## src/rtl/router_pkg.sv

```systemverilog
`default_nettype none
// ============================================================================
// Module   : router_pkg
// Purpose  : Shared types, port address constants and decode helpers for the
//            1x3 packet router synchroniser.
// Revision : 1.0 - initial release
// ============================================================================
package router_pkg;

  typedef logic [1:0] port_addr_t;

  localparam port_addr_t PORT0        = 2'b00;
  localparam port_addr_t PORT1        = 2'b01;
  localparam port_addr_t PORT2        = 2'b10;
  localparam port_addr_t PORT_INVALID = 2'b11;

  localparam int ROUTER_TIMEOUT = 30;

  // One-hot FIFO select; the invalid address selects nothing.
  function automatic logic [2:0] addr_onehot(input port_addr_t addr);
    case (addr)
      PORT0:        addr_onehot = 3'b001;
      PORT1:        addr_onehot = 3'b010;
      PORT2:        addr_onehot = 3'b100;
      PORT_INVALID: addr_onehot = 3'b000;
      default:      addr_onehot = 3'b000;
    endcase
  endfunction

endpackage : router_pkg
`default_nettype wire

```

## src/rtl/router_sync_if.sv

```systemverilog
`default_nettype none
// ============================================================================
// Module   : router_sync_if
// Purpose  : Control/status bundle between the router FSM, the three output
//            FIFOs and the synchroniser block.
// Revision : 1.0 - initial release
// ============================================================================
interface router_sync_if;
  import router_pkg::*;

  logic       detect_add;
  port_addr_t data_in;
  logic       write_enb_reg;
  logic       full_0, full_1, full_2;
  logic       empty_0, empty_1, empty_2;
  logic       read_enb_0, read_enb_1, read_enb_2;
  logic [2:0] write_enb;
  logic       fifo_full;
  logic       vld_out_0, vld_out_1, vld_out_2;
  logic       soft_reset_0, soft_reset_1, soft_reset_2;

  modport master (
    output detect_add, data_in, write_enb_reg,
    output full_0, full_1, full_2, empty_0, empty_1, empty_2,
    output read_enb_0, read_enb_1, read_enb_2,
    input  write_enb, fifo_full, vld_out_0, vld_out_1, vld_out_2,
    input  soft_reset_0, soft_reset_1, soft_reset_2
  );

  modport slave (
    input  detect_add, data_in, write_enb_reg,
    input  full_0, full_1, full_2, empty_0, empty_1, empty_2,
    input  read_enb_0, read_enb_1, read_enb_2,
    output write_enb, fifo_full, vld_out_0, vld_out_1, vld_out_2,
    output soft_reset_0, soft_reset_1, soft_reset_2
  );

endinterface : router_sync_if
`default_nettype wire

```

## src/rtl/router_sync_timer.sv

```systemverilog
`default_nettype none
// ============================================================================
// Module   : router_sync_timer
// Purpose  : Per-port stall timer; pulses soft_reset for one cycle after
//            TIMEOUT consecutive edges with data valid but not read.
// Revision : 1.0 - initial release
// ============================================================================
module router_sync_timer #(
  parameter int TIMEOUT = 30,
  parameter int CNT_W   = 5
) (
  input  wire logic clock,
  input  wire logic resetn,
  input  wire logic vld,
  input  wire logic rd,
  output logic      soft_reset
);

  localparam logic [CNT_W-1:0] C_CNT_LAST = CNT_W'(TIMEOUT - 1);

  logic [CNT_W-1:0] r_cnt;
  logic             r_soft_reset;
  logic             w_stalled;

  assign w_stalled = vld & ~rd;

  always_ff @(posedge clock or negedge resetn) begin
    if (!resetn) begin
      r_cnt        <= '0;
      r_soft_reset <= 1'b0;
    end else if (!w_stalled) begin
      r_cnt        <= '0;
      r_soft_reset <= 1'b0;
    end else if (r_cnt == C_CNT_LAST) begin
      // Restart the window so a persisting stall re-flushes every TIMEOUT cycles.
      r_cnt        <= '0;
      r_soft_reset <= 1'b1;
    end else begin
      r_cnt        <= r_cnt + CNT_W'(1);
      r_soft_reset <= 1'b0;
    end
  end

  assign soft_reset = r_soft_reset;

endmodule : router_sync_timer
`default_nettype wire

```

## src/rtl/router_sync.sv

```systemverilog
`default_nettype none
// ============================================================================
// Module   : router_sync
// Purpose  : 1x3 router synchroniser: latches the destination address,
//            steers FIFO write enables, muxes the addressed full flag and
//            drives per-port valid and soft-reset flush pulses.
//            Option macro: ROUTER_SYNC_ADDR_BYPASS_EN (zero-cycle steering).
// Revision : 1.0 - initial release
// ============================================================================
module router_sync
  import router_pkg::*;
#(
  parameter int TIMEOUT = ROUTER_TIMEOUT,
  parameter int CNT_W   = 5
) (
  input  wire logic    clock,
  input  wire logic    resetn,
  router_sync_if.slave bus
);

  port_addr_t r_addr;
  port_addr_t w_sel;
  logic [2:0] w_vld;
  logic [2:0] w_rd;
  logic [2:0] w_soft_reset;

  always_ff @(posedge clock or negedge resetn) begin
    if (!resetn) begin
      r_addr <= PORT0;
    end else if (bus.detect_add) begin
      r_addr <= bus.data_in;
    end
  end

`ifdef ROUTER_SYNC_ADDR_BYPASS_EN
  assign w_sel = bus.detect_add ? bus.data_in : r_addr;
`else
  assign w_sel = r_addr;
`endif

  assign bus.write_enb = bus.write_enb_reg ? addr_onehot(w_sel) : 3'b000;

  always_comb begin
    bus.fifo_full = 1'b0;
    case (w_sel)
      PORT0:   bus.fifo_full = bus.full_0;
      PORT1:   bus.fifo_full = bus.full_1;
      PORT2:   bus.fifo_full = bus.full_2;
      default: bus.fifo_full = 1'b0;
    endcase
  end

  assign w_vld = {~bus.empty_2, ~bus.empty_1, ~bus.empty_0};
  assign w_rd  = {bus.read_enb_2, bus.read_enb_1, bus.read_enb_0};

  for (genvar i = 0; i < 3; i++) begin : g_timer
    router_sync_timer #(
      .TIMEOUT (TIMEOUT),
      .CNT_W   (CNT_W)
    ) u_timer (
      .clock      (clock),
      .resetn     (resetn),
      .vld        (w_vld[i]),
      .rd         (w_rd[i]),
      .soft_reset (w_soft_reset[i])
    );
  end

  assign bus.vld_out_0    = w_vld[0];
  assign bus.vld_out_1    = w_vld[1];
  assign bus.vld_out_2    = w_vld[2];
  assign bus.soft_reset_0 = w_soft_reset[0];
  assign bus.soft_reset_1 = w_soft_reset[1];
  assign bus.soft_reset_2 = w_soft_reset[2];

endmodule : router_sync
`default_nettype wire

```

## src/flat_wrapper.sv

```systemverilog
// flat-port wrapper written by rule: the top's interface ports become plain ports
module router_sync_flat import router_pkg::*;
#(
  parameter int TIMEOUT = ROUTER_TIMEOUT,
  parameter int CNT_W   = 5
)
  (clock, resetn, bus_detect_add, bus_data_in, bus_write_enb_reg, bus_full_0, bus_full_1, bus_full_2, bus_empty_0, bus_empty_1, bus_empty_2, bus_read_enb_0, bus_read_enb_1, bus_read_enb_2, bus_write_enb, bus_fifo_full, bus_vld_out_0, bus_vld_out_1, bus_vld_out_2, bus_soft_reset_0, bus_soft_reset_1, bus_soft_reset_2);
  router_sync_if bus_i ();
  input  wire logic clock;
  input  wire logic resetn;
  input wire logic [$bits(bus_i.detect_add)-1:0] bus_detect_add;
  input wire logic [$bits(bus_i.data_in)-1:0] bus_data_in;
  input wire logic [$bits(bus_i.write_enb_reg)-1:0] bus_write_enb_reg;
  input wire logic [$bits(bus_i.full_0)-1:0] bus_full_0;
  input wire logic [$bits(bus_i.full_1)-1:0] bus_full_1;
  input wire logic [$bits(bus_i.full_2)-1:0] bus_full_2;
  input wire logic [$bits(bus_i.empty_0)-1:0] bus_empty_0;
  input wire logic [$bits(bus_i.empty_1)-1:0] bus_empty_1;
  input wire logic [$bits(bus_i.empty_2)-1:0] bus_empty_2;
  input wire logic [$bits(bus_i.read_enb_0)-1:0] bus_read_enb_0;
  input wire logic [$bits(bus_i.read_enb_1)-1:0] bus_read_enb_1;
  input wire logic [$bits(bus_i.read_enb_2)-1:0] bus_read_enb_2;
  output wire logic [$bits(bus_i.write_enb)-1:0] bus_write_enb;
  output wire logic [$bits(bus_i.fifo_full)-1:0] bus_fifo_full;
  output wire logic [$bits(bus_i.vld_out_0)-1:0] bus_vld_out_0;
  output wire logic [$bits(bus_i.vld_out_1)-1:0] bus_vld_out_1;
  output wire logic [$bits(bus_i.vld_out_2)-1:0] bus_vld_out_2;
  output wire logic [$bits(bus_i.soft_reset_0)-1:0] bus_soft_reset_0;
  output wire logic [$bits(bus_i.soft_reset_1)-1:0] bus_soft_reset_1;
  output wire logic [$bits(bus_i.soft_reset_2)-1:0] bus_soft_reset_2;
  assign bus_i.detect_add = bus_detect_add;
  assign bus_i.data_in = bus_data_in;
  assign bus_i.write_enb_reg = bus_write_enb_reg;
  assign bus_i.full_0 = bus_full_0;
  assign bus_i.full_1 = bus_full_1;
  assign bus_i.full_2 = bus_full_2;
  assign bus_i.empty_0 = bus_empty_0;
  assign bus_i.empty_1 = bus_empty_1;
  assign bus_i.empty_2 = bus_empty_2;
  assign bus_i.read_enb_0 = bus_read_enb_0;
  assign bus_i.read_enb_1 = bus_read_enb_1;
  assign bus_i.read_enb_2 = bus_read_enb_2;
  assign bus_write_enb = bus_i.write_enb;
  assign bus_fifo_full = bus_i.fifo_full;
  assign bus_vld_out_0 = bus_i.vld_out_0;
  assign bus_vld_out_1 = bus_i.vld_out_1;
  assign bus_vld_out_2 = bus_i.vld_out_2;
  assign bus_soft_reset_0 = bus_i.soft_reset_0;
  assign bus_soft_reset_1 = bus_i.soft_reset_1;
  assign bus_soft_reset_2 = bus_i.soft_reset_2;
  router_sync #(.TIMEOUT(TIMEOUT), .CNT_W(CNT_W)) u_core (.clock(clock), .resetn(resetn), .bus(bus_i));
endmodule
```

## config.mk

```make
export PLATFORM = sky130hd
export DESIGN_NAME = router_sync_flat
export DESIGN_NICKNAME = d
export VERILOG_FILES = /design/src/rtl/router_pkg.sv /design/src/rtl/router_sync_if.sv /design/src/rtl/router_sync_timer.sv /design/src/rtl/router_sync.sv /design/src/flat_wrapper.sv
export SDC_FILE = /design/constraint.sdc
export NUM_CORES = 1
export LEC_CHECK = 0
export CORE_MARGIN = 10
export CORE_UTILIZATION = 49
export DETAILED_ROUTE_END_ITERATION = 12
export PLACE_DENSITY = 0.94
export REMOVE_ABC_BUFFERS = 1
export SLEW_MARGIN = 20
export SYNTH_ARGS = -nofsm -noshare
export SYNTH_HDL_FRONTEND = slang
export SYNTH_HIERARCHICAL = 1
export SYNTH_SLANG_ARGS = --single-unit
```

## constraint.sdc

```tcl
create_clock -name clock -period 1.6 [get_ports clock]
set_clock_uncertainty 0.1 [all_clocks]
set_input_delay 0.32 -clock clock [delete_from_list [all_inputs] [get_ports clock]]
set_output_delay 0.32 -clock clock [all_outputs]
set_load 0.03 [all_outputs]
```

==> summary.txt <==
Worst setup path
  – Worst Setup End Kind: output pin
  – Crit Path Class: flip-flop to output pin
  – Worst EP required: between 1000 and 1500 ps
  – R2R Setup Slk: ~300 ps
  – R2R cell count: 4
  – Reg-to-Reg End: u_core/g_timer[2].u_timer/r_cnt[3]
  – Crit-path max FO: 6
  – R2r startpoint: u_core/g_timer[2].u_timer/r_cnt[0]
  – Setup crit start kind: flip-flop
  – CP arrival: 1220 ps

CTS
  – Root buffer cell: clkbuf_4
  – Clk_lat worst skew: 300 ps
  – Hold buffer count at cts: 0
  – Clk sinks: 20
  – Worst-path clk slew: ~110 ps
  – Clock buffer depth: 2
  – Setup Fix Bufs, Post-CTS: 0
  – Post-CTS Resized: 3
  – H-tree Lvls: 1
  – TritonCTS clock tree: done
  – CTS buffer count: 3

Placement
  – Buffers on Ports: 24
  – DP Wirelength: 1.45 mm
  – GP Congestion: about 0.77
  – Dpl ws: -17.8 ps

Routing
  – First DRT Iteration DRCs: 31
  – Avg Vias per Cell: ~5.0
  – Avg WL per Cell: between 10 and 15 um
  – WL final: 1.94 mm
  – DR DRC count: 0
  – Vias post-DR: 670
  – Pre-antenna DRT Iters: 4
  – DRT antenna net count: 0

Global routing
  – Congestion Overflow GR: 0
  – GR Util All Layers: 11.0%
  – Number of global-route vias before repair: 770
  – First-pass GRT wire length: 3.49 mm
  – Initial antenna violation count: 0
  – Largest net degree at the start of global routing: 21

Cells and area
  – Share of layout cells above drive strength 1: 12.8%
  – Diodes inserted: 0
  – Total Nets Final: 131
  – Multi-input logic area: between 300 and 400 um^2
  – Fill cells: 128
  – Register area: around 500 um^2
  – Area Overhead vs Synth: 33.8%

Synthesis
  – Post-Syn Area per Cell: 11.2 um^2
  – Mapped Cells: 80
  – EDFF count, synth: 0
  – Top FF cell, synth: dfrtp_1
  – Synth area leader: dfrtp_1
  – Synth warnings: 6
  – Sequential area share after synthesis: 56.0%
  – Yosys cell types: 15
  – Synth Register Bits: 20
  – Most common cell in the netlist: dfrtp_1
  – Post-synth top cells: dfrtp_1 (20), nor2_1 (16)
  – Top post-synthesis cells by area: dfrtp_1 (56%), ha_1 (8.4%), nor2_1 (6.7%)
  – Synth top area share: between 50% and 60%
  – FFs w/ async S/R, synth: 100%
  – Cell Area, Synth: 893 um^2

Die
  – Die area: 0.00393 mm^2
  – Initial core utilization: 51.7%
  – Core Box Area: roughly 0.0017 mm^2
  – Row cnt: 15
  – Die Y: 62.7 um
  – Die X-Extent: 62.7 um
  – Num ports: 25

Timing
  – Final Hold Fails: 0
  – Unrepaired setup endpoints after global routing: yes
  – Final period utilization: 103%
  – Slew Limit Fails: 0
  – Slew @ Worst Pin: 311 ps
  – Final setup fails: 2
  – Min Tclk post-route: 1640 ps
  – Hold WS: around 240 ps
  – FMAX: 609 MHz
  – Headroom to the max-slew limit: 79.4%
  – Final worst slack: -42.1 ps

Job
  – Max Cap Viol: 0

Power and ir drop
  – Power per cell area: 804 mW/mm^2
  – Lkg Pwr: 0.000567 uW
  – Worst IR drop on VDD: 0.560 mV

Hold path
  – Hold Crit Class: primary input to asynchronous set/reset pin

Outcome
  – Status: complete, but fails checks
  – Violated checks: setup timing
-- worst max-delay path by stage --
stage / start / endpoint / slack, ps / depth (start not counted)
global route: u_core/r_addr[1] / bus_fifo_full / -140 / 3
global placement: bus_write_enb_reg / bus_write_enb[0] / 8 / 3
finish: u_core/r_addr[1] / bus_fifo_full / -40 / 3
detailed placement: bus_full_2 / bus_fifo_full / -20 / 4
floorplan: u_core/r_addr[0] / bus_write_enb[0] / 20 / 1
CTS: u_core/r_addr[1] / bus_fifo_full / -60 / 3
-- sequential cells by signal, summed over array words and instances, names as in the netlist --
register / count
u_core/g_timer.u_timer/r_cnt: 15
u_core/r_addr: 2
u_core/g_timer.u_timer/soft_reset: 3
-- metrics by stage --
stage                     power, uW  std cells  area [um^2]  util [%]  TNS [ps]
after detailed placement        674        130         1150      66.9     -17.8
after global routing           1010        134         1190      69.2      -280
after global placement          669        130         1150      66.9         0
final                           961        134         1190      69.2     -70.9
after floorplan                 598         80          893         -         0
after CTS                       970        134         1190      68.8     -58.9
-- logic make-up (layout without fill, tap and decap cells) --
family / count (synthesis) / in the layout / share of synthesized area (%)
XOR/XNOR: 9 / 9 / 8.82
buffers and inverters: 6 / 35 / 2.52
multiplexers: 3 / 3 / 3.64
AO/OA/AOI/OAI: 1 / 1 / 0.701
AND/OR/NAND/NOR: 35 / 35 / 19.9
flip-flops: 20 / 20 / 56.0
adder cells (fa/ha/maj): 6 / 6 / 8.40
-- critical path, stage by stage (launching register included) --
cell	delay, ps
dfrtp_2	470
mux2i_1	130
o22ai_1	140
buf_4	180
-- cell usage in the layout, fill, tap and decap left out --
cell,Yosys,final
buf_6,0,1
nand2_1,2,2
o22ai_1,1,1
and3b_1,1,1
nand4_1,3,3
buf_4,0,7
dfrtp_2,0,1
nand3_1,6,6
clkdlybuf4s50_1,0,14
xnor2_1,3,3
dfrtp_1,20,19
mux2_1,2,2
clkbuf_8,0,1
xor2_1,6,6
mux2i_1,1,1
ha_1,6,6
clkbuf_4,0,3
nand3b_1,3,3
inv_1,6,6
dlygate4sd2_1,0,3
nor3b_1,4,4
nor2_2,0,1
nor2_1,16,15
-- per-layer routing --
layer | share of wire (%) | global-route usage [%]
met4 | 3.1 | 7.54
met1 | 38 | 10.8
met3 | 4.7 | 2.87
met5 | 0 | 0
met2 | 54 | 19.7
-- cell type report --
class | count | area share, %
sequential | 20 | 42.0
multi-input combinational | 54 | 31.2
timing repair buffer | 25 | 19.3
clock buffer | 4 | 3.04
tap | 25 | 2.62
inverter | 6 | 1.88
-- power breakdown --
part | switching, uW | total, uW | internal [uW]
sequential | 15.6 | 533 | 518
combinational | 66.4 | 134 | 67.2
clock | 155 | 294 | 139
Note: power is estimated with default switching activity, not from simulation.
